### src/rtl/bbc_bus_seq_pkg.sv
// Shared definitions for the BBC bus sequencer: state encoding, parameter
// defaults and the layout of the configuration register.
package bbc_bus_seq_pkg;

    typedef enum logic [2:0] {
        ST_IDLE  = 3'd0,
        ST_ALIGN = 3'd1,
        ST_PH1   = 3'd2,
        ST_PH2   = 3'd3,
        ST_LAST  = 3'd4,
        ST_DONE  = 3'd5
    } state_e;

    localparam int unsigned SYNC_STAGES_DEF = 2;
    localparam int unsigned TIMEOUT_DEF     = 255;

    // Bit 0 is the LSB; reserved bits are stored and read back as written.
    typedef struct packed {
        logic [4:0] rsvd;
        logic       loram_ovl;
        logic       rom_ovl;
        logic       himem_en;
    } cfg_t;

endpackage

### src/rtl/phi0_sync.sv
// Brings the BBC 2MHz phi0 into the ck8 domain and produces single-cycle
// rise/fall pulses from the synchronised level.
module phi0_sync #(
    parameter int unsigned SYNC_STAGES = 2
) (
    input  logic clk_i,
    input  logic rst_ni,
    input  logic async_i,
    output logic phs_o,
    output logic rise_o,
    output logic fall_o
);

    logic [SYNC_STAGES-1:0] sync_q;
    logic                   prev_q;

    always_ff @(posedge clk_i or negedge rst_ni) begin
        if (!rst_ni) begin
            sync_q <= '0;
            prev_q <= 1'b0;
        end else begin
            sync_q <= (sync_q << 1) | SYNC_STAGES'(async_i);
            prev_q <= sync_q[SYNC_STAGES-1];
        end
    end

    assign phs_o  = sync_q[SYNC_STAGES-1];
    assign rise_o = phs_o & ~prev_q;
    assign fall_o = ~phs_o & prev_q;

endmodule

### src/rtl/bbc_bus_seq.sv
// Sequences one CPU access onto the BBC 2MHz/1MHz bus, aligned to phi0 edges,
// with a per-edge timeout and a small configuration register.
module bbc_bus_seq
    import bbc_bus_seq_pkg::*;
#(
    parameter int unsigned SYNC_STAGES = SYNC_STAGES_DEF,
    parameter int unsigned TIMEOUT     = TIMEOUT_DEF
) (
    input  logic       bbc_ck8,
    input  logic       resetb,
    input  logic       bbc_ck2_phi0,
    input  logic       req,
    input  logic       slow,
    input  logic       rnw,
    input  logic       cfg_we,
    input  logic [7:0] cfg_wdata,
    output logic       rdy_o,
    output logic       bbc_cyc,
    output logic       bbc_wr_en,
    output logic       data_le,
    output logic       ack,
    output logic       err,
    output logic [7:0] cfg_q
);

    localparam logic [7:0] TO_CNT = 8'(TIMEOUT);

    state_e     state_q, state_d;
    logic       rnw_q, rnw_d;
    logic       slow_q, slow_d;
    logic       phase_q, phase_d;
    logic [7:0] cnt_q, cnt_d;
    logic       err_q, err_d;
    cfg_t       cfg_reg_q, cfg_d;

    logic phs, rise, fall;
    logic waiting, timeout;

    phi0_sync #(
        .SYNC_STAGES(SYNC_STAGES)
    ) u_sync (
        .clk_i  (bbc_ck8),
        .rst_ni (resetb),
        .async_i(bbc_ck2_phi0),
        .phs_o  (phs),
        .rise_o (rise),
        .fall_o (fall)
    );

    assign waiting = (state_q == ST_ALIGN) || (state_q == ST_PH1) || (state_q == ST_PH2);
    assign timeout = waiting && (cnt_q == TO_CNT);

    always_comb begin
        state_d = state_q;
        rnw_d   = rnw_q;
        slow_d  = slow_q;
        err_d   = err_q;
        cfg_d   = cfg_reg_q;
        rdy_o   = 1'b0;
        bbc_cyc = 1'b0;
        data_le = 1'b0;
        ack     = 1'b0;

        unique case (state_q)
            ST_IDLE: begin
                rdy_o = ~req;
                if (req) begin
                    rnw_d   = rnw;
                    slow_d  = slow;
                    state_d = ST_ALIGN;
                end else if (cfg_we) begin
                    cfg_d = cfg_t'(cfg_wdata);
                    err_d = 1'b0;
                end
            end
            ST_ALIGN: begin
                if (fall) state_d = ST_PH1;
            end
            ST_PH1: begin
                bbc_cyc = 1'b1;
                if (rise) state_d = ST_PH2;
            end
            ST_PH2: begin
                bbc_cyc = 1'b1;
                // A 1MHz access needs phi0 phase bit 1 at its final fall.
                if (fall) state_d = (slow_q && !phase_q) ? ST_PH1 : ST_LAST;
            end
            ST_LAST: begin
                bbc_cyc = 1'b1;
                data_le = rnw_q;
                state_d = ST_DONE;
            end
            ST_DONE: begin
                ack     = 1'b1;
                rdy_o   = 1'b1;
                state_d = ST_IDLE;
            end
            default: state_d = ST_IDLE;
        endcase

        // Lost phi0: release the CPU and the bus, flag the error.
        if (timeout) begin
            state_d = ST_IDLE;
            ack     = 1'b1;
            rdy_o   = 1'b1;
            bbc_cyc = 1'b0;
            data_le = 1'b0;
            err_d   = 1'b1;
        end
    end

    always_comb begin
        cnt_d = cnt_q;
        if ((state_d != state_q) || rise || fall) begin
            cnt_d = 8'd0;
        end else if (waiting) begin
            cnt_d = cnt_q + 8'd1;
        end
    end

    assign phase_d   = phase_q ^ fall;
    assign bbc_wr_en = bbc_cyc && ((state_q == ST_PH2) || (state_q == ST_LAST)) && !rnw_q && phs;
    assign err       = err_q;
    assign cfg_q     = cfg_reg_q;

    always_ff @(posedge bbc_ck8 or negedge resetb) begin
        if (!resetb) begin
            state_q   <= ST_IDLE;
            rnw_q     <= 1'b1;
            slow_q    <= 1'b0;
            phase_q   <= 1'b0;
            cnt_q     <= 8'd0;
            err_q     <= 1'b0;
            cfg_reg_q <= '0;
        end else begin
            state_q   <= state_d;
            rnw_q     <= rnw_d;
            slow_q    <= slow_d;
            phase_q   <= phase_d;
            cnt_q     <= cnt_d;
            err_q     <= err_d;
            cfg_reg_q <= cfg_d;
        end
    end

endmodule

### config.mk
export PLATFORM = sky130hd
export DESIGN_NAME = bbc_bus_seq
export DESIGN_NICKNAME = d
export VERILOG_FILES = /design/src/rtl/bbc_bus_seq_pkg.sv /design/src/rtl/phi0_sync.sv /design/src/rtl/bbc_bus_seq.sv
export SDC_FILE = /design/constraint.sdc
export NUM_CORES = 1
export LEC_CHECK = 0
export ABC_CLOCK_PERIOD_IN_PS = 1500
export BUFFER_PORTS_ARGS = -buffer_cell sky130_fd_sc_hd__clkbuf_2
export CAP_MARGIN = 20
export CELL_PAD_IN_SITES_DETAIL_PLACEMENT = 1
export CELL_PAD_IN_SITES_GLOBAL_PLACEMENT = 2
export CORE_MARGIN = 4
export CORE_UTILIZATION = 30
export DETAILED_ROUTE_END_ITERATION = 7
export GPL_TIMING_DRIVEN = 0
export PLACE_DENSITY = 0.79
export SYNTH_ARGS = -nofsm -noshare
export SYNTH_HDL_FRONTEND = slang
export SYNTH_SLANG_ARGS = --single-unit
### constraint.sdc
create_clock -name bbc_ck8 -period 1.5 [get_ports bbc_ck8]
set_clock_uncertainty 0.05 [all_clocks]
set_input_delay 0.3 -clock bbc_ck8 [delete_from_list [all_inputs] [get_ports bbc_ck8]]
set_output_delay 0.3 -clock bbc_ck8 [all_outputs]
set_load 0.05 [all_outputs]
==> flow_metrics.env <==
export IMPL_crit_top_cell="buf_6"
export IMPL_clock_sinks=26
export IMPL_highest_signal_layer="met4"
export IMPL_worst_slew_pin_slew_ns=0.666
export IMPL_path_max_fanout=5
export IMPL_clock_latency_ns=0.27
export IMPL_crit_chain="buf_6 -> o21bai_4 -> nor3_4 -> buf_6 -> a2111oi_4 -> clkbuf_8"
export IMPL_final_cells=231
export IMPL_relSlewSlack_pct=55.6
export IMPL_max_stage_delay_ns=0.40
export IMPL_register_area_um2=653
export IMPL_max_cap_violations=0
export IMPL_outcome="complete, but fails checks"
export IMPL_worstPathArrival_ns=1.72
export IMPL_clk_path_buf_depth=2
export IMPL_netlist_instances=118
export IMPL_synth_async_reset_ratio_pct=100
export IMPL_power_per_cell_area_nw_per_um2=2070
export IMPL_start_util_pct=31.8
export IMPL_setup_viol=26
export IMPL_grt_pass1_wl_mm=6.22
export IMPL_htreeDepth=1
export IMPL_endpoint_kind="output port"
export IMPL_n_antenna_cell=0
export IMPL_fin_crit_sh_pct=138
export IMPL_yosys_warnings=0
export IMPL_gp_congestion=0.750
export IMPL_synth_distinct_cells=36
export IMPL_gr_total_overflow=0
export IMPL_whs_ns=-0.00435
export IMPL_grt_max_degree=27
export IMPL_detail_route_antenna_nets=0
export IMPL_setup_worst_path_class="register to output port"
export IMPL_die_area_um2=5450
export IMPL_fillers=441
export IMPL_die_h_um=73.8
export IMPL_final_cell_mix="dfrtp_1, clkbuf_2, buf_4"
export IMPL_rsz0062_at_grt="yes"
export IMPL_wl_met1_mm=1.59
export IMPL_wl_per_cell_um=16.9
export IMPL_setup_ws_ns=-0.571
export IMPL_finalHoldViolCount=10
export IMPL_fp_dieW_um=73.8
export IMPL_antenna_found_initial=0
export IMPL_design_area_um2=2110
export IMPL_ys_flop_type="dfrtp_1"
export IMPL_multi_input_area_um2=802
export IMPL_period_minus_slack_ns=2.07
export IMPL_dr_pass1_iters=3
export IMPL_placed_cell_area_um2=1580
export IMPL_coreArea_um2=4090
export IMPL_syn_area_um2=1300
export IMPL_final_util_pct=51.7
export IMPL_dp_hpwl_mm=2.36
export IMPL_hold_buffers=0
export IMPL_ir_worst_vdd_v=0.00113
export IMPL_area_growth_synth_to_final_pct=62.4
export IMPL_crit_buf_inv=3
export IMPL_drc_errors=0
export IMPL_final_common_cell="dfrtp_1"
export IMPL_fmax_mhz=483
export IMPL_finalMaxSlewViolations=0
export IMPL_grt_pass1_vias=1258
export IMPL_wirelength_mm=3.90
export IMPL_cts_tree="yes"
export IMPL_hold_path_class="input port to async pin"
export IMPL_drt_iter0_drc=28
export IMPL_cp_top_family="buffers and inverters"
export IMPL_seq_area_frac_synth_pct=50.1
export IMPL_clk_pin_slew_ns=0.09
export IMPL_routed_via_density=4.83
export IMPL_cts_root_buffer="clkbuf_8"
export IMPL_nets=198
export IMPL_io_buffers=28
export IMPL_violations="hold timing, setup timing"
export IMPL_met2_length_mm=2.20
export IMPL_finalSetupTns_ns=-5.69
export IMPL_num_vias=1115
export IMPL_slowest_stage="dfrtp_1"
export IMPL_synth_nets=134
export IMPL_numCtsBuffers=3
export IMPL_synth_seq_cells=26
export IMPL_io_pins=29
export IMPL_synth_edff_count=0
export IMPL_leakagePower_nw=0.979
export IMPL_drive_above_1_share_pct=57.5
export IMPL_grt_usage_pct=14.9
export IMPL_postSynthAreaPerCell_um2=11.0
export IMPL_cp_required_ns=1.15
export IMPL_dp_cells=196
export IMPL_cp_start_kind="register"
export IMPL_row_count=23
export IMPL_total_power_mw=4.37
export IMPL_route_met3_wl_um=80
through the flow:
step / worst slack (ns) / hold slack, ns
after floorplan: -0.337 / -0.0456
after global placement: -0.562 / 0.284
after detailed placement: -0.615 / 0.296
after CTS: -0.506 / 0.0156
after global routing: -0.654 / 0.0394
final: -0.571 / -0.00435
power breakdown:
part	switching [mW]	internal (mW)
clock	0.225	0.357
sequential	0.165	0.929
combinational	1.46	1.23
worst paths after layout:
path | start | to | slack, ns | cells after the start
max in group asynchronous | resetb | state_q[0] | 0.94 | 1
min in group bbc_ck8 | bbc_ck2_phi0 | u_sync.sync_q[0] | 0.09 | 1
max reg2reg | state_q[2] | cnt_q[1] | -0.30 | 7
max | state_q[1] | bbc_wr_en | -0.57 | 6
min | resetb | cnt_q[5] | -0.004 | 1
min reg2reg | u_sync.sync_q[0] | u_sync.sync_q[1] | 0.31 | 0
Yosys cell counts, types with 3 or more instances:
| master | number | area, µm² |
|---|---|---|
| a21oi_1 | 4 | 20.0 |
| dfrtp_1 | 25 | 626 |
| mux2_2 | 9 | 101 |
| nand2_1 | 15 | 56.3 |
| nand2b_1 | 3 | 18.8 |
| nand3b_1 | 3 | 22.5 |
| nor2_1 | 12 | 45.0 |
| nor3_1 | 5 | 25.0 |
| xnor2_1 | 3 | 26.3 |
| xor2_1 | 6 | 52.6 |
registers in the layout, summed over array words and instances (netlist names):
name           cells
rnw_q              1
u_sync.prev_q      1
cfg_q              8
u_sync.sync_q      2
state_q            3
phase_q            1
slow_q             1
err                1
cnt_q              8
cell families after synthesis:
logic type | count (synthesis) | share of synthesized area, %
XOR/XNOR | 9 | 6.06
buffers and inverters | 6 | 2.98
multiplexers | 10 | 8.66
AND/OR/NAND/NOR | 49 | 19.2
flip-flops | 26 | 50.1
AO/OA/AOI/OAI | 17 | 12.0
adder cells (fa/ha/maj) | 1 | 0.962
per-layer routing:
layer  track usage (%)  vias to the layer above
met5                 0                        -
met4              4.23                        0
met3              3.01                        2
met2              26.5                       12
met1              18.0                      561
li1                  -                      540
cell type report:
type | instances | area share (%)
repair buffers | 60 | 22.6
inverters | 2 | 0.356
clock inverters | 1 | 1.42
well taps | 50 | 2.96
flip-flops and latches | 26 | 30.9
multi-input cells | 86 | 38.0
clock buffers | 3 | 1.96
plain buffers | 3 | 1.72
what timing repair did:
item,in CTS,in global routing
resized for setup,38,20
pin swaps,10,11
buffers inserted,26,12
setup endpoints to repair,26,26
(Power assumes the default switching activity.)
